`config.mk`:
```
export PLATFORM = sky130hd
export DESIGN_NAME = itlb_ptw_ctrl
export DESIGN_NICKNAME = d
export VERILOG_FILES = /design/src/rtl/mms_pkg.sv /design/src/rtl/itlb_ptw_pte_check.sv /design/src/rtl/itlb_ptw_ctrl.sv
export SDC_FILE = /design/constraint.sdc
export NUM_CORES = 1
export LEC_CHECK = 0
export ABC_CLOCK_PERIOD_IN_PS = 5100
export BUFFER_PORTS_ARGS = -buffer_cell sky130_fd_sc_hd__buf_2
export CAP_MARGIN = 30
export CORE_MARGIN = 5
export CORE_UTILIZATION = 52
export CTS_CLUSTER_DIAMETER = 80
export DETAILED_ROUTE_END_ITERATION = 8
export MAX_ROUTING_LAYER = met4
export PLACE_DENSITY = 0.86
export SLEW_MARGIN = 25
export SYNTH_ARGS = -nofsm -noshare
export SYNTH_HDL_FRONTEND = slang
export SYNTH_SLANG_ARGS = --single-unit
```
`constraint.sdc`:
```
create_clock -name clk_i -period 5.1 [get_ports clk_i]
set_input_delay 1.53 -clock clk_i [delete_from_list [all_inputs] [get_ports clk_i]]
set_output_delay 1.53 -clock clk_i [all_outputs]
set_load 0.005 [all_outputs]
```
`src/rtl/mms_pkg.sv`:
```
// mms_pkg: types and helpers shared by the MMU walkers.
//   ptw_state_e  : walker sequencer states
//   pte_t/satp_t : Sv32 PTE and satp CSR layouts
//   pte_check()  : instruction-side PTE legality / leaf decode
package mms_pkg;

    localparam int MXLEN      = 32;
    localparam int SV32_VPN_W = 20;
    localparam int SV32_PPN_W = 22;
    localparam int SV32_PA_W  = 34;

    // Exception codes reported by fault_cause_o (0 -> IPF, 1 -> IAF)
    localparam int CAUSE_IPF = 12;
    localparam int CAUSE_IAF = 1;

    typedef enum logic [2:0] {
        IDLE,
        L1_REQ,
        L1_WAIT,
        L0_REQ,
        L0_WAIT,
        DRAIN,
        DONE
    } ptw_state_e;

    typedef struct packed {
        logic [11:0] ppn1;
        logic [9:0]  ppn0;
        logic [1:0]  rsw;
        logic        d;
        logic        a;
        logic        g;
        logic        u;
        logic        x;
        logic        w;
        logic        r;
        logic        v;
    } pte_t;

    typedef struct packed {
        logic                  mode;
        logic [8:0]            asid;
        logic [SV32_PPN_W-1:0] ppn;
    } satp_t;

    // Returns {leaf, fault}. U is not examined: privilege is checked at
    // ITLB lookup time, not during the walk.
    function automatic logic [1:0] pte_check(pte_t pte, logic is_l1);
        logic leaf;
        logic fault;
        leaf  = pte.r | pte.x;
        fault = ~pte.v | (~pte.r & pte.w);
        if (leaf) begin
            // fetch needs X and A; an L1 leaf must be 4 MiB aligned
            fault = fault | ~pte.x | ~pte.a | (is_l1 & (pte.ppn0 != '0));
        end else begin
            // pointer at the last level has nowhere to go
            fault = fault | ~is_l1;
        end
        return {leaf, fault};
    endfunction

endpackage

```
`src/rtl/itlb_ptw_pte_check.sv`:
```
// itlb_ptw_pte_check: combinational PTE decode for the instruction walker.
//   pte   : PTE word returned by memory
//   is_l1 : PTE came from the first-level table
//   leaf  : PTE is a leaf (R or X set)
//   fault : PTE is illegal for an instruction fetch at this level
module itlb_ptw_pte_check
    import mms_pkg::*;
(
    input  pte_t pte,
    input  logic is_l1,
    output logic leaf,
    output logic fault
);

    assign {leaf, fault} = pte_check(pte, is_l1);

endmodule

```
`src/rtl/itlb_ptw_ctrl.sv`:
```
// itlb_ptw_ctrl: Sv32 page-table walker for the instruction TLB.
//   clk_i/rst_i      : clock, synchronous active-high reset
//   satp_i, flush_i  : translation CSR, walk abort
//   miss_*           : miss request from ITLB (accepted only when idle)
//   mem_*            : single-outstanding PTE read port
//   refill_*         : one-cycle refill pulse with registered VPN/PTE/size
//   fault_*          : one-cycle fault pulse, cause 0 = IPF, 1 = IAF
//   busy_o           : walk in progress
module itlb_ptw_ctrl
    import mms_pkg::*;
#(
    parameter int PA_W = SV32_PA_W,
    parameter int XLEN = MXLEN
) (
    input  logic                  clk_i,
    input  logic                  rst_i,
    input  logic [XLEN-1:0]       satp_i,
    input  logic                  flush_i,
    input  logic                  miss_valid_i,
    input  logic [SV32_VPN_W-1:0] miss_vpn_i,
    output logic                  miss_ready_o,
    output logic                  mem_req_o,
    output logic [PA_W-1:0]       mem_addr_o,
    input  logic                  mem_gnt_i,
    input  logic                  mem_rvalid_i,
    input  logic [XLEN-1:0]       mem_rdata_i,
    input  logic                  mem_err_i,
    output logic                  refill_valid_o,
    output logic [SV32_VPN_W-1:0] refill_vpn_o,
    output logic [XLEN-1:0]       refill_pte_o,
    output logic                  refill_super_o,
    output logic                  fault_valid_o,
    output logic                  fault_cause_o,
    output logic                  busy_o
);

    ptw_state_e state, nxt;

    satp_t satp;
    pte_t  rd_pte;
    assign satp   = satp_t'(satp_i);
    assign rd_pte = pte_t'(mem_rdata_i);

    // ASID only matters to the TLB tags
    logic unused_asid;
    assign unused_asid = ^satp.asid;

    logic [SV32_VPN_W-1:0] vpn_q, vpn_d;
    logic [PA_W-1:0]       addr_q, addr_d;
    logic [XLEN-1:0]       pte_q, pte_d;
    logic                  super_q, super_d;
    logic                  fault_q, fault_d;
    logic                  cause_q, cause_d;

    logic pte_leaf, pte_fault;

    itlb_ptw_pte_check u_pte_check (
        .pte   (rd_pte),
        .is_l1 (state == L1_WAIT),
        .leaf  (pte_leaf),
        .fault (pte_fault)
    );

    // satp.mode is only consulted at acceptance; the path taken (DONE vs
    // L1_REQ) carries that decision for the rest of the walk.
    always_comb begin
        nxt     = state;
        vpn_d   = vpn_q;
        addr_d  = addr_q;
        pte_d   = pte_q;
        super_d = super_q;
        fault_d = fault_q;
        cause_d = cause_q;
        case (state)
            IDLE: begin
                if (miss_valid_i && !flush_i) begin
                    vpn_d = miss_vpn_i;
                    if (satp.mode) begin
                        nxt    = L1_REQ;
                        addr_d = {satp.ppn, miss_vpn_i[19:10], 2'b00};
                    end else begin
                        // Bare: identity map, V|R|X|A
                        nxt     = DONE;
                        pte_d   = {2'b00, miss_vpn_i, 10'h04B};
                        super_d = 1'b0;
                        fault_d = 1'b0;
                    end
                end
            end
            L1_REQ, L0_REQ: begin
                // A granted read must still be drained even if flushed
                if (mem_gnt_i)
                    nxt = flush_i ? DRAIN : ((state == L1_REQ) ? L1_WAIT : L0_WAIT);
                else if (flush_i)
                    nxt = IDLE;
            end
            L1_WAIT, L0_WAIT: begin
                if (mem_rvalid_i) begin
                    if (flush_i) begin
                        nxt = IDLE;
                    end else if (mem_err_i) begin
                        nxt     = DONE;
                        fault_d = 1'b1;
                        cause_d = 1'b1;
                    end else if (pte_fault) begin
                        nxt     = DONE;
                        fault_d = 1'b1;
                        cause_d = 1'b0;
                    end else if (pte_leaf) begin
                        nxt     = DONE;
                        fault_d = 1'b0;
                        pte_d   = mem_rdata_i;
                        super_d = (state == L1_WAIT);
                    end else begin
                        // L1 pointer (L0 pointers are flagged by pte_fault)
                        nxt    = L0_REQ;
                        addr_d = {rd_pte.ppn1, rd_pte.ppn0, vpn_q[9:0], 2'b00};
                    end
                end else if (flush_i) begin
                    nxt = DRAIN;
                end
            end
            DRAIN: begin
                if (mem_rvalid_i) nxt = IDLE;
            end
            DONE:    nxt = IDLE;
            default: nxt = IDLE;
        endcase
    end

    always_ff @(posedge clk_i) begin
        if (rst_i) begin
            state   <= IDLE;
            vpn_q   <= '0;
            addr_q  <= '0;
            pte_q   <= '0;
            super_q <= 1'b0;
            fault_q <= 1'b0;
            cause_q <= 1'b0;
        end else begin
            state   <= nxt;
            vpn_q   <= vpn_d;
            addr_q  <= addr_d;
            pte_q   <= pte_d;
            super_q <= super_d;
            fault_q <= fault_d;
            cause_q <= cause_d;
        end
    end

    assign miss_ready_o   = (state == IDLE);
    assign busy_o         = (state != IDLE);
    assign mem_req_o      = (state == L1_REQ) || (state == L0_REQ);
    assign mem_addr_o     = addr_q;
    // flush in DONE kills the pulse for the aborted walk
    assign refill_valid_o = (state == DONE) && !fault_q && !flush_i;
    assign fault_valid_o  = (state == DONE) &&  fault_q && !flush_i;
    assign fault_cause_o  = cause_q;
    assign refill_vpn_o   = vpn_q;
    assign refill_pte_o   = pte_q;
    assign refill_super_o = super_q;

endmodule
```
==> results of run 1 <==
synthesized netlist by cell type, types with 2 or more instances:
cell,number
dfxtp_1,90
nand2b_1,4
or3_1,5
a32o_1,8
buf_6,4
nor2_1,9
mux2i_1,2
buf_4,2
inv_1,30
and2_1,2
nor4_1,3
a21oi_1,64
nor3b_1,2
o32ai_1,4
nand2_1,114
mux2_2,20
o21ai_0,7
a211oi_1,40
o311a_1,2
nor3_1,2
nor2b_1,3
nand3_1,4
clkbuf_1,43
buf_1,2
a311oi_1,32
kinds of logic (layout without fill, tap and decap cells):
family                 Yosys count  in the layout  synth area share
buffers and inverters           83            230            0.0819
AO/OA/AOI/OAI                  170            170             0.276
other                            1              2          0.000876
multiplexers                    23             23            0.0608
AND/OR/NAND/NOR                154            154             0.158
XOR/XNOR                         1              1           0.00205
flip-flops                      90             90             0.421
final timing paths:
path / start / endpoint / slack [ns] / depth (start not counted)
max: flush_i / fault_valid_o / 1.25 / 5
min: refill_pte_o[6] / refill_pte_o[6] / 0.45 / 2
max reg2reg: state[1] / refill_pte_o[12] / 1.91 / 6
min reg2reg: refill_pte_o[6] / refill_pte_o[6] / 0.45 / 2
worst register-to-register path, delay by kind of cell (launching register included):
kind	cells	cell delay (ns)
AOI/OAI and AO/OA	2	0.33
xor gates and xnor gates	1	0.30
buffers and inverters	1	0.46
DFF	1	0.78
muxes	1	0.42
and+or+nand+nor	1	0.77
metrics by stage:
stage / instances / power (mW) / hold WS [ns] / worst slack, ns
finish: 775 / 2.50 / 0.454 / 1.25
global route: 775 / 2.65 / 0.479 / 1.13
CTS: 775 / 2.49 / 0.453 / 1.27
detailed placement: 759 / 2.05 / 0.439 / 1.27
global placement: 759 / 2.03 / 0.432 / 1.28
floorplan: 523 / 1.69 / 0.440 / 1.66
registers in the layout, summed over array words and instances, names as in the netlist:
signal and count:
refill_pte_o 32, fault_q 1, state 3, fault_cause_o 1, refill_super_o 1, mem_addr_o 32, refill_vpn_o 20
layer usage:
| layer | GRT usage | wire length (µm) |
|---|---|---|
| met5 | - | 0 |
| met4 | 0.122 | 461 |
| met3 | 0.0394 | 1290 |
| met2 | 0.397 | 6410 |
| met1 | 0.367 | 6020 |
layout make-up:
cell class / count / area, µm²
Multi-Input combinational cell: 350 / 2140
Timing Repair Buffer: 183 / 943
Clock inverter: 6 / 48.8
Sequential cell: 90 / 1800
Inverter: 31 / 116
Tap cell: 105 / 131
Clock buffer: 10 / 128
Fill cell: 728 / 2820
power by group through the flow:
stage	sequential, mW	combinational, mW	clock (mW)
finish	0.939	1.11	0.449
global route	0.957	1.22	0.476
CTS	0.937	1.10	0.450
detailed placement	0.951	1.10	0
global placement	0.946	1.08	0
floorplan	0.932	0.754	0
==> out/qor.yml, run 1 <==
route:
  drc: 0
  drt_iter0_drc: 368
  drt_wl_total_mm: 14.2
  via_count: 4542
  viasPerCell: 5.86
  drt_pass1_iterations: 5
  ant_nets: 0
  routedWlPerCell_um: 18.3
power_and_ir_drop:
  p_clk_frac: 0.179
  cellLeakagePower_nw: 2.27
  p_int_mw: 1.46
  combPwrFrac: 0.445
  switching_share: 0.417
  p_per_area_nw_per_um2: 471
  seq_power_share: 0.375
  switchingPower_mw: 1.04
  ir_drop_uv: 209
sta:
  max_freq_ghz: 0.260
  rsz0062_at_grt: "no"
  min_period_ns: 3.85
  fin_skew_ns: 0.0141
  max_slew_margin: 0.430
  setup_viol: 0
  setup-tns-final_ns: 0
  worstMarginPinSlew_ns: 0.855
  fin_crit_sh: 0.755
  finalHoldViolations: 0
  finalMaxSlewViolations: 0
clock_tree:
  clock-sinks: 90
  clk_pin_slew_ns: 0.09
  cts_tree: "done"
  cts_buffer_depth: 2
  cts_root_buffer: "clkbuf_8"
  cts_max_level: 3
  post_cts_resized: 0
  cts_made_buffers: 9
  post_cts.repair.setup_buffers: 0
  postCtsHoldBufs: 0
  clock_latency_ns: 0.36
critical_path:
  worst_setup_path_start_kind: "input port"
  path_class: "in -> out"
  max_stage_delay_ns: 0.23
  cp_num_buf_inv: 2
  crit_fanout: 14
  crit_slowest_cell: "nor2_1"
  cp_top_family: "simple AND/OR/NAND/NOR gates"
  critPathCaptureType: "primary output"
  path_cells: "buf_2 -> nor2_1 -> nand3_1 -> nor2_1 -> buf_2"
  crit_arrival_ns: 2.32
  required_ns: 3.57
global_routing:
  track_usage: 0.270
  grt_max_degree: 59
  overflow: 0
  grt_pass1_wl_mm: 21.3
  grt_pass1_vias: 4177
  antenna_found_initial: 0
floorplanning:
  initial_core_util: 0.526
  die_width_um: 101
  dieArea_um2: 10100
  core_um2: 8130
  die_height_um: 101
  ioPinCount: 184
  fp-row-count: 33
logic_synthesis:
  synth_area_leaders: "dfxtp_1, nand2_1, a21oi_1, a211oi_1, a311oi_1"
  ys_seq_elements: 90
  synth_top_cell_area_share: 0.421
  avgSynthCellArea_um2: 8.20
  async_reset_ff_frac: 0
  synth_area_um2: 4280
  seq_area_frac_synth: 0.421
  netlist_instances: 522
  synth_edf_count: 0
  ys_types: 49
  synthFlopType: "dfxtp_1"
  ys_warn_count: 0
  yosys.area.top_type: "dfxtp_1"
run_status:
  status: "complete, no violations"
cells_and_area:
  nNetsFinal: 756
  final_area_um2: 5310
  syn2layout_area_growth_pct: 24.1
  final_cell_mix: "buf_2, nand2_1, dfxtp_1"
  antennaDiodeCount: 0
  final_util: 0.653
  final_common_cell: "buf_2"
  drive_gt1_frac: 0.337
place:
  hpwl_mm: 10.4
  io_buffers: 172
  placed_area_um2: 5130
  gp_congestion: 0.982
hold_path:
  min_path_type: "reg -> reg"
job:
  max_cap_viol_count: 0
(Power assumes the default switching activity.)
==> run 2: changes to the inputs <==
--- a/config.mk
+++ b/config.mk
@@ -5,15 +5,15 @@
 export SDC_FILE = /design/constraint.sdc
 export NUM_CORES = 1
 export LEC_CHECK = 0
-export ABC_CLOCK_PERIOD_IN_PS = 5100
+export ABC_CLOCK_PERIOD_IN_PS = 3600
 export BUFFER_PORTS_ARGS = -buffer_cell sky130_fd_sc_hd__buf_2
 export CAP_MARGIN = 30
 export CORE_MARGIN = 5
-export CORE_UTILIZATION = 52
+export CORE_UTILIZATION = 48
 export CTS_CLUSTER_DIAMETER = 80
 export DETAILED_ROUTE_END_ITERATION = 8
 export MAX_ROUTING_LAYER = met4
-export PLACE_DENSITY = 0.86
+export PLACE_DENSITY = 0.81
 export SLEW_MARGIN = 25
 export SYNTH_ARGS = -nofsm -noshare
 export SYNTH_HDL_FRONTEND = slang
==> constraint.sdc (replaced) <==
create_clock -name clk_i -period 3.6 [get_ports clk_i]
set_input_delay 1.08 -clock clk_i [delete_from_list [all_inputs] [get_ports clk_i]]
set_output_delay 1.08 -clock clk_i [all_outputs]
set_load 0.005 [all_outputs]
==> out/qor.yml, run 2 (synthesized netlist as in run 1, its figures left out) <==
run_status:
  status: "complete, no violations"
global_routing:
  track_usage: 0.269  # -0.00145
  overflow: 0  # unchanged
  antenna_found_initial: 0  # unchanged
  grt_max_degree: 58  # -1.7%
  grt_pass1_wl_mm: 23.2  # +8.8%
  grt_pass1_vias: 4325  # +3.5%
critical_path:
  critPathCaptureType: "primary output"
  crit_fanout: 14  # unchanged
  crit_arrival_ns: 1.90  # -0.42 ns
  cp-startpoint: "flush_i"
  required_ns: 2.52  # -1.05 ns
  path_class: "in -> out"
  worst_setup_path_start_kind: "input port"
  path_cells: "buf_2 -> nor2_1 -> nand3_1 -> nor2_1 -> buf_2"
  timing.rr.start: "state[2]"
  crit_slowest_cell: "nor2_1"
  max_stage_delay_ns: 0.21  # -0.02 ns
clock_tree:
  cts_made_buffers: 9  # unchanged
  cts_max_level: 3  # unchanged
  cts_buffer_depth: 2  # unchanged
  clock-sinks: 90  # unchanged
  postCtsHoldBufs: 0  # unchanged
  clock_latency_ns: 0.37  # about the same
  cts_tree: "done"
  cts_root_buffer: "clkbuf_8"
  post_cts.repair.setup_buffers: 0  # unchanged
  post_cts_resized: 0  # unchanged
  clk_pin_slew_ns: 0.09  # about the same
cells_and_area:
  final_common_cell: "buf_2"
  final_cell_mix: "buf_2, nand2_1, dfxtp_1"
  nFillCells: 785  # +7.8%
  drive_gt1_frac: 0.339  # +0.00197
  syn2layout_area_growth_pct: 25.4
  nNetsFinal: 758  # +0.26%
  fin_cells: 780  # +0.65%
  final_area_um2: 5360  # +1.0%
  antennaDiodeCount: 0  # unchanged
  final_util: 0.615  # -0.0378
sta:
  layout_setup_ws_ns: 0.619  # -0.628 ns
  fin_crit_sh: 0.828
  whs_ns: 0.459  # +0.00520 ns
  max_slew_margin: 0.524  # +0.0941
  finalMaxSlewViolations: 0  # unchanged
  max_freq_ghz: 0.335
  setup-tns-final_ns: 0  # unchanged
  rsz0062_at_grt: "no"
  worstMarginPinSlew_ns: 0.712  # -0.143 ns
  fin_skew_ns: 0.0183  # +0.00421 ns
  min_period_ns: 2.98
  setup_viol: 0  # unchanged
  finalHoldViolations: 0  # unchanged
route:
  ant_nets: 0  # unchanged
  viasPerCell: 5.63  # -3.9%
  drc: 0  # unchanged
  drt_pass1_iterations: 4  # -1
  via_count: 4394  # -3.3%
  drt_iter0_drc: 292  # -21%
  routedWlPerCell_um: 19.0  # +4.1%
  drt_wl_total_mm: 14.9  # +4.8%
floorplanning:
  dieArea_um2: 10900  # +7.5%
  die_width_um: 104  # +3.7%
  core_um2: 8720  # +7.2%
  fp-row-count: 34  # +3.0%
  initial_core_util: 0.491  # -0.0354
  ioPinCount: 184  # unchanged
  die_height_um: 104  # +3.7%
power_and_ir_drop:
  p_per_area_nw_per_um2: 686  # +45%
  total_power_mw: 3.68  # +47%
  ir_drop_uv: 410  # +96%
  cellLeakagePower_nw: 2.31  # +1.5%
job:
  max_cap_viol_count: 0  # unchanged
place:
  io_buffers: 172  # unchanged
  gp_congestion: 0.926  # -5.7%
  placed_area_um2: 5160  # +0.61%
  place_ws_ns: 0.395  # -0.877 ns
  placed_cells: 764  # +0.66%
  hpwl_mm: 11.1  # +6.8%
hold_path:
  min_path_type: "reg -> reg"
  worstHoldStart: "refill_pte_o[1]"
==> run 2: changes by cell type in the layout (fill, tap and decap cells not counted) <==
cell,change
clkinv_4,-1
inv_8,+1
clkinvlp_4,-2
and2_0,-1
and2_1,+1
bufinv_16,+1
buf_4,+1
buf_12,+1
clkinv_2,+1
==> run 2: layout make-up <==
cell class                 count  area [µm²]  share of cell area
sequential                    90        1800               0.336
clock buffer                  10         128              0.0238
timing repair buffer         185         971               0.181
inverter                      31         116              0.0217
clock inverter                 6        71.3              0.0133
tap                          108         135              0.0252
multi-input combinational    350        2140               0.399
==> run 2: power breakdown <==
part	switching [mW]	internal, mW	leakage (nW)	total [mW]
clock network	0.393	0.330	0.0992	0.724
logic	0.983	0.645	1.47	1.63
registers	0.139	1.19	0.734	1.33
total	1.52	2.16	2.31	3.68
==> run 2: worst paths after layout <==
| path | end | slack (ns) | depth (start not counted) |
|---|---|---|---|
| min | refill_pte_o[1] | 0.46 | 2 |
| max reg2reg | refill_pte_o[31] | 0.93 | 5 |
| max | fault_valid_o | 0.62 | 5 |
| min reg2reg | refill_pte_o[1] | 0.46 | 2 |
==> run 2: critical path: cells and delay by family <==
family                 cells  cell delay [ns]
AND/OR/NAND/NOR            3             0.49
buffers and inverters      2             0.33
==> run 2: routing by layer <==
metal,vias to the layer above,global-route usage,routed length (µm)
li1,2157,-,-
met1,2017,0.363,6440
met2,186,0.388,6660
met3,34,0.0608,1340
met4,0,0.108,411
met5,-,-,0
